$ cat config.mk
export PLATFORM = sky130hd
export DESIGN_NAME = trg_frame_tx
export DESIGN_NICKNAME = d
export VERILOG_FILES = /design/src/rtl/trg_link_pkg.sv /design/src/rtl/trg_frame_tx_prbs31_par.sv /design/src/rtl/trg_frame_tx.sv
export SDC_FILE = /design/constraint.sdc
export NUM_CORES = 1
export LEC_CHECK = 0
export CORE_ASPECT_RATIO = 1.5
export CORE_MARGIN = 2
export CORE_UTILIZATION = 55
export CTS_CLUSTER_SIZE = 28
export DETAILED_ROUTE_END_ITERATION = 6
export PLACE_DENSITY = 0.81
export SYNTH_ARGS = -nofsm -noshare
export SYNTH_HDL_FRONTEND = slang
export SYNTH_SLANG_ARGS = --single-unit
$ cat constraint.sdc
create_clock -name TRG_CLK80 -period 2.8 [get_ports TRG_CLK80]
set_input_delay 0.28 -clock TRG_CLK80 [delete_from_list [all_inputs] [get_ports TRG_CLK80]]
set_output_delay 0.28 -clock TRG_CLK80 [all_outputs]
set_load 0.02 [all_outputs]
$ cat src/rtl/trg_link_pkg.sv
// Shared constants and types for the trigger-link frame transmitter.
package trg_link_pkg;

    localparam logic [7:0]  K_BC      = 8'hBC;
    localparam logic [7:0]  K_F7      = 8'hF7;
    localparam logic [7:0]  K_FB      = 8'hFB;
    localparam logic [7:0]  K_FD      = 8'hFD;
    localparam logic [7:0]  K_FC      = 8'hFC;

    localparam logic [31:0] SYNC_WORD = 32'h50BC50BC;
    localparam logic [3:0]  SYNC_ISK  = 4'b0101;
    localparam logic [3:0]  LAST_ISK  = 4'b0001;

    typedef enum logic [1:0] {
        MODE_DATA = 2'd0,
        MODE_PRBS = 2'd1,
        MODE_CNT  = 2'd2,
        MODE_RSVD = 2'd3
    } mode_e;

    typedef enum logic [1:0] {
        IDLE = 2'd0,
        SYNC = 2'd1,
        RUN  = 2'd2
    } state_e;

    // Frame separator K-code for a 2-bit selector
    function automatic logic [7:0] ksep_sel(input logic [1:0] sel);
        case (sel)
            2'd0:    return K_BC;
            2'd1:    return K_F7;
            2'd2:    return K_FB;
            default: return K_FD;
        endcase
    endfunction

endpackage

$ cat src/rtl/trg_frame_tx_prbs31_par.sv
// PRBS-31 (x^31 + x^28 + 1) generator producing NBITS serial steps per advance.
module prbs31_par #(
    parameter int unsigned NBITS = 56,
    parameter logic [30:0] SEED  = 31'h7FFFFFFF
) (
    input  logic             clk,
    input  logic             rst_n,
    input  logic             seed_load,
    input  logic             advance,
    output logic [30:0]      lfsr_nxt,
    output logic [NBITS-1:0] bits
);

    logic [30:0] lfsr_q;

    // Serial LFSR unrolled NBITS times; first generated bit lands in the MSB
    always_comb begin
        logic [30:0] s;
        logic        fb;
        s    = lfsr_q;
        fb   = 1'b0;
        bits = '0;
        for (int unsigned i = 0; i < NBITS; i++) begin
            fb                = s[30] ^ s[27];
            bits[NBITS-1-i]   = fb;
            s                 = {s[29:0], fb};
        end
        lfsr_nxt = s;
    end

    // LFSR state: seed has priority over advance
    always_ff @(posedge clk or negedge rst_n) begin
        if (!rst_n) begin
            lfsr_q <= SEED;
        end else if (seed_load) begin
            lfsr_q <= SEED;
        end else if (advance) begin
            lfsr_q <= lfsr_nxt;
        end
    end

endmodule

$ cat src/rtl/trg_frame_tx.sv
// Trigger-link frame builder: WORDS x 32-bit GTX words per frame, payload + K separator.
module trg_frame_tx
    import trg_link_pkg::*;
#(
    parameter int unsigned  WORDS       = 2,
    parameter int unsigned  SYNC_FRAMES = 16,
    parameter bit           KSEL_TTC    = 1'b1,
    parameter logic [30:0]  PRBS_SEED   = 31'h7FFFFFFF,
    localparam int unsigned DATA_WIDTH  = 32*WORDS-8
) (
    input  logic                  TRG_CLK80,
    input  logic                  TRG_RST_N,
    input  logic                  TX_SYNC_DONE,
    input  logic                  SYNC_REQ,
    input  logic [1:0]            MODE,
    input  logic                  INJ_ERR,
    input  logic [DATA_WIDTH-1:0] DATA_IN,
    input  logic                  OVERFLOW,
    input  logic [11:0]           BXN_COUNTER,
    output logic [31:0]           TRG_TX_DATA,
    output logic [3:0]            TRG_TX_ISK,
    output logic                  FRAME_START,
    output logic                  LTNCY_TRIG,
    output logic                  LINK_READY
);

    localparam logic [1:0] LAST_WORD = 2'(WORDS-1);

    state_e                  state, state_nxt;
    logic [1:0]              word_cnt, wc_nxt;
    logic [7:0]              sync_cnt;
    logic [7:0]              frame_cnt, frame_cnt_nxt;
    logic                    sync_req_r;
    logic                    inj_d, inj_flag, inj_pend;
    logic                    boundary, load, sync_entry;
    mode_e                   mode_eff;
    logic [DATA_WIDTH-1:0]   payload_r, payload_nxt, payload_cur;
    logic [7:0]              ksep_r, ksep_nxt, ksep_cur;
    logic [32*WORDS-1:0]     frame_vec;
    logic [31:0]             tx_word;
    logic [3:0]              tx_isk;
    logic [DATA_WIDTH-1:0]   prbs_bits;
    logic [30:0]             lfsr_nxt_unused;
    logic                    bxn_unused;

    // Only the two low bunch-counter bits select the separator
    assign bxn_unused = ^BXN_COUNTER[11:2];
    assign LINK_READY = (state == RUN);

    prbs31_par #(
        .NBITS (DATA_WIDTH),
        .SEED  (PRBS_SEED)
    ) u_prbs (
        .clk       (TRG_CLK80),
        .rst_n     (TRG_RST_N),
        .seed_load (state_nxt != RUN),
        .advance   (load),
        .lfsr_nxt  (lfsr_nxt_unused),
        .bits      (prbs_bits)
    );

    // Next-state, word counter and frame counter decode
    always_comb begin
        state_nxt     = state;
        boundary      = (word_cnt == LAST_WORD);
        if (!TX_SYNC_DONE) begin
            state_nxt = IDLE;
        end else begin
            case (state)
                IDLE:    if (word_cnt == '0) state_nxt = SYNC;
                SYNC:    if (boundary && sync_cnt == 8'(SYNC_FRAMES-1)) state_nxt = RUN;
                RUN:     if (boundary && (sync_req_r || SYNC_REQ)) state_nxt = SYNC;
                default: state_nxt = IDLE;
            endcase
        end
        wc_nxt        = (!TX_SYNC_DONE || boundary) ? 2'd0 : word_cnt + 2'd1;
        load          = boundary && (state_nxt == RUN);
        sync_entry    = (state_nxt == SYNC) && (state != SYNC);
        frame_cnt_nxt = frame_cnt;
        if (state_nxt != RUN) begin
            frame_cnt_nxt = '0;
        end else if (state == RUN && boundary) begin
            frame_cnt_nxt = frame_cnt + 8'd1;
        end
    end

    // Payload/separator selection and outgoing word mux
    always_comb begin
        mode_eff = (MODE == MODE_RSVD) ? MODE_DATA : mode_e'(MODE);
        inj_pend = inj_flag | (INJ_ERR & ~inj_d);
        case (mode_eff)
            MODE_PRBS: payload_nxt = prbs_bits;
            // Counter payload carries the count of the frame it travels in
            MODE_CNT:  payload_nxt = {(DATA_WIDTH/8){frame_cnt_nxt}};
            default:   payload_nxt = DATA_IN;
        endcase
        payload_nxt[0] = payload_nxt[0] ^ inj_pend;
        // Local separator counter equals the low bits of the RUN frame count
        if (OVERFLOW && mode_eff == MODE_DATA) begin
            ksep_nxt = K_FC;
        end else begin
            ksep_nxt = ksep_sel(KSEL_TTC ? BXN_COUNTER[1:0] : frame_cnt_nxt[1:0]);
        end
        // Word 0 leaves on the load edge itself, so bypass the frame registers then
        payload_cur = load ? payload_nxt : payload_r;
        ksep_cur    = load ? ksep_nxt : ksep_r;
        frame_vec   = {payload_cur, ksep_cur};
        tx_word     = '0;
        for (int unsigned k = 0; k < WORDS; k++) begin
            if (32'(wc_nxt) == k) tx_word = frame_vec[32*(WORDS-1-k) +: 32];
        end
        tx_isk = (wc_nxt == LAST_WORD) ? LAST_ISK : 4'b0000;
        if (state_nxt != RUN) begin
            tx_word = SYNC_WORD;
            tx_isk  = SYNC_ISK;
        end
    end

    // FSM state register
    always_ff @(posedge TRG_CLK80 or negedge TRG_RST_N) begin
        if (!TRG_RST_N) state <= IDLE;
        else            state <= state_nxt;
    end

    // Counters, sticky sync request and error-injection flag
    always_ff @(posedge TRG_CLK80 or negedge TRG_RST_N) begin
        if (!TRG_RST_N) begin
            word_cnt   <= '0;
            frame_cnt  <= '0;
            sync_cnt   <= '0;
            sync_req_r <= 1'b0;
            inj_d      <= 1'b0;
            inj_flag   <= 1'b0;
        end else begin
            word_cnt  <= wc_nxt;
            frame_cnt <= frame_cnt_nxt;
            if (sync_entry)                     sync_cnt <= '0;
            else if (state == SYNC && boundary) sync_cnt <= sync_cnt + 8'd1;
            if (sync_entry)    sync_req_r <= 1'b0;
            else if (SYNC_REQ) sync_req_r <= 1'b1;
            inj_d    <= INJ_ERR;
            inj_flag <= load ? 1'b0 : inj_pend;
        end
    end

    // Frame registers loaded at each RUN frame boundary
    always_ff @(posedge TRG_CLK80 or negedge TRG_RST_N) begin
        if (!TRG_RST_N) begin
            payload_r <= '0;
            ksep_r    <= K_BC;
        end else if (load) begin
            payload_r <= payload_nxt;
            ksep_r    <= ksep_nxt;
        end
    end

    // Registered GTX outputs, aligned with word_cnt
    always_ff @(posedge TRG_CLK80 or negedge TRG_RST_N) begin
        if (!TRG_RST_N) begin
            TRG_TX_DATA <= SYNC_WORD;
            TRG_TX_ISK  <= SYNC_ISK;
            FRAME_START <= 1'b1;
            LTNCY_TRIG  <= 1'b0;
        end else begin
            TRG_TX_DATA <= tx_word;
            TRG_TX_ISK  <= tx_isk;
            FRAME_START <= (wc_nxt == '0);
            LTNCY_TRIG  <= (state_nxt == RUN) && (wc_nxt == '0) && (frame_cnt_nxt == '0);
        end
    end

endmodule

==> impl_metrics.json <==
{
  "layout-drive-gt1-share": 0.151,
  "pwr-share-seq": 0.440,
  "syn_inst": 815,
  "relSlewSlack": 0.437,
  "rsz0062_at_grt": "no",
  "dp_worst_setup_slack_ns": 0.150,
  "die_w_microns": 102,
  "fin_ws_ns": 0.121,
  "port_buffers": 102,
  "drcViolationCount": 0,
  "hold_path_class": "in -> reg",
  "htreeDepth": 4,
  "clock_power_share": 0.439,
  "regToRegSetupSlack_ns": 0.12,
  "holdPathStages": 1,
  "postSynth.asyncResetShare": 1.00,
  "grt-ovfl-total": 0,
  "max-vdd-ir-drop_mv": 0.412,
  "hold_ws_ns": 0.335,
  "r2r_end": "TRG_TX_DATA[11]$_DFF_PN0_",
  "grt_max_degree": 91,
  "path_class": "reg -> reg",
  "ys_seq_area_frac": 0.499,
  "root_buffer": "clkbuf_16",
  "worstPathRequired_ns": 3.16,
  "antenna_found_initial": 0,
  "dp.cells": 1068,
  "yosysUniqueCellTypes": 57,
  "synth-edff-count": 0,
  "syn_area_sq_mm": 0.00785,
  "drv_slew": 0,
  "post-route-period-util": 0.957,
  "hold_end": "inj_d$_DFF_PN0_",
  "avgSynthCellArea_sq_um": 9.64,
  "critPathLaunch": "sync_cnt[5]$_DFFE_PN0P_",
  "synth.largest_area_cell": "dfrtp_1",
  "start_util": 0.561,
  "numCtsBuffers": 17,
  "first_global_vias": 6587,
  "total_power_mw": 5.50,
  "hold_viol_final": 0,
  "endpoint_kind": "flip-flop",
  "finalInstanceArea_sq_mm": 0.00978,
  "swShare": 0.246,
  "grt_pass1_wl_mm": 34.0,
  "hold_start": "INJ_ERR",
  "avgRoutedWirePerCell_microns": 19.5,
  "antenna_left": 0,
  "maxCapViolCount": 0,
  "io_pins": 115,
  "reg2reg_depth": 10,
  "r2r-start": "sync_cnt[5]$_DFFE_PN0P_",
  "drt-vias-per-instance": 5.83,
  "routed_wirelength_mm": 21.5,
  "gp_congestion": 0.912,
  "tightest_slew_ns": 0.845,
  "synth_top_area_frac": 0.322,
  "drtIter0Drc": 518,
  "finalCriticalPeriod_ns": 2.68,
  "synth_ff_type": "dfrtp_1",
  "n_antenna_cell": 0,
  "cp-start-kind": "flip-flop",
  "tns_ns": 0,
  "ys_ff_latch": 154,
  "combinationalPowerShare": 0.121,
  "dr.pass1.iters": 5,
  "vias": 6422,
  "final_nets": 982,
  "clock_skew_ns": 0.00610,
  "clkTransAtPathRegs_ns": 0.06,
  "syn2layout_area_growth_pct": 24.5,
  "core-area_sq_mm": 0.0140,
  "insertion_delay_ns": 0.42,
  "outcome": "completed",
  "synth.area.top_cells": "dfrtp_1 32%, dfstp_2 18%, xor2_1 9.7%",
  "place_area_sq_mm": 0.00913,
  "die_h_microns": 150,
  "cts_tree": "done",
  "instances_no_fill": 1101,
  "worstPathMaxFanout": 12,
  "clockBufferDepth": 2,
  "die-area_sq_mm": 0.0153,
  "rows": 53,
  "cts_sinks": 154,
  "dp_hpwl_mm": 14.8,
  "power.internal_mw": 4.15,
  "leakagePower_nw": 3.95,
  "grtUsageTotal": 0.291,
  "cp.arrival_ns": 3.04,
  "synth.most_common_cell": "nand2_1",
  "p_per_area_mw_per_mm2": 562,
  "p_sw_mw": 1.36,
  "yosys_warnings": 0,
  "timing.fmax_ghz": 0.373,
  "utilization": 0.699,
  "synth_common_cells": "145 x nand2_1, 101 x dfrtp_1, 87 x xor2_1",
  "finalSetupViolCount": 0
}
==> cell usage in the layout (no fill, tap or decap), types with 3 or more instances in the layout <==
master           count
xnor2_1             18
nor3_1              26
bufinv_16            4
a211oi_1            16
a22o_1              17
nand2_1            145
o211ai_1             7
buf_12               7
and2_1               3
ha_1                 8
nor2_1              59
dfstp_2             53
a31oi_1              4
clkdlybuf4s50_1    101
o21a_1               5
and3_1              17
buf_4               26
a211oi_2             5
o221ai_1             4
mux2i_1              4
dfrtp_1            101
a21o_1               5
xor2_1              86
clkinv_4             3
nand3b_1             4
inv_1               16
clkbuf_16           17
a221o_1             10
a21oi_1              8
or3_1                6
o21ai_0             54
a221oi_1             6
nand3_1             13
==> worst max-delay path: stages (launching register included) <==
cell and delay, ns:
dfrtp_1 0.41, or4_4 0.57, nor4_4 0.28, buf_12 0.18, nor2_1 0.06, inv_1 0.17, a311oi_4 0.11, buf_4 0.19
buf_4 0.15, a211oi_1 0.29, a22o_1 0.21
==> timing repair <==
item	CTS	global route
hold buffers	1	0
buffers inserted	0	1
resized for setup	0	7
setup endpoints to repair	0	10
endpoints found under the hold margin	52	0
==> sequential cells by signal, summed over array words and instances, names as in the netlist <==
register,flops
state,2
ksep_r,8
sync_req_r,1
TRG_TX_ISK,2
sync_cnt,8
u_prbs.lfsr_q,31
inj_flag,1
TRG_TX_DATA,32
inj_d,1
word_cnt,2
frame_cnt,8
LTNCY_TRIG,1
FRAME_START,1
payload_r,56
==> routing by layer <==
layer	part of all wire	global-route usage
met4	0.044	0.141
met1	0.39	0.358
met3	0.053	0.0497
met5	0	0
met2	0.52	0.491
==> cell families after synthesis <==
| kind of cell | synth area share |
|---|---|
| other cells | 0.000477 |
| mux | 0.00653 |
| simple gates | 0.162 |
| compound gates | 0.150 |
| fa+ha+maj | 0.0143 |
| flops | 0.499 |
| xor+xnor | 0.117 |
| buf+inv | 0.0502 |
==> final cells by class <==
type                    instances  area [sq um]
fillers                       978          4210
flip-flops and latches        154          3920
multi-input cells             570          3560
repair buffers                137          1380
clock buffers                  20           447
well taps                     192           240
clock inverters                11           171
inverters                      17          63.8
==> worst max-delay path by stage <==
| stage | end | slack (ns) | cells after the start |
|---|---|---|---|
| final | TRG_TX_DATA[11]$_DFF_PN0_ | 0.12 | 10 |
| after global routing | TRG_TX_DATA[27]$_DFF_PN0_ | 0.01 | 10 |
| after CTS | TRG_TX_DATA[8]$_DFF_PN0_ | 0.13 | 10 |
| after detailed placement | TRG_TX_DATA[8]$_DFF_PN0_ | 0.15 | 11 |
| after global placement | TRG_TX_DATA[8]$_DFF_PN0_ | 0.18 | 11 |
| after floorplan | TRG_TX_DATA[15]$_DFF_PN0_ | 0.33 | 9 |
==> power groups by stage <==
stage	registers (mW)	logic, mW	clock network [mW]
after floorplan	2.44	0.368	0
after global placement	2.45	0.628	0
after detailed placement	2.45	0.648	0
after CTS	2.42	0.659	2.43
after global routing	2.43	0.728	2.53
final	2.42	0.665	2.42
No activity file was read; power rests on OpenSTA's default activity.
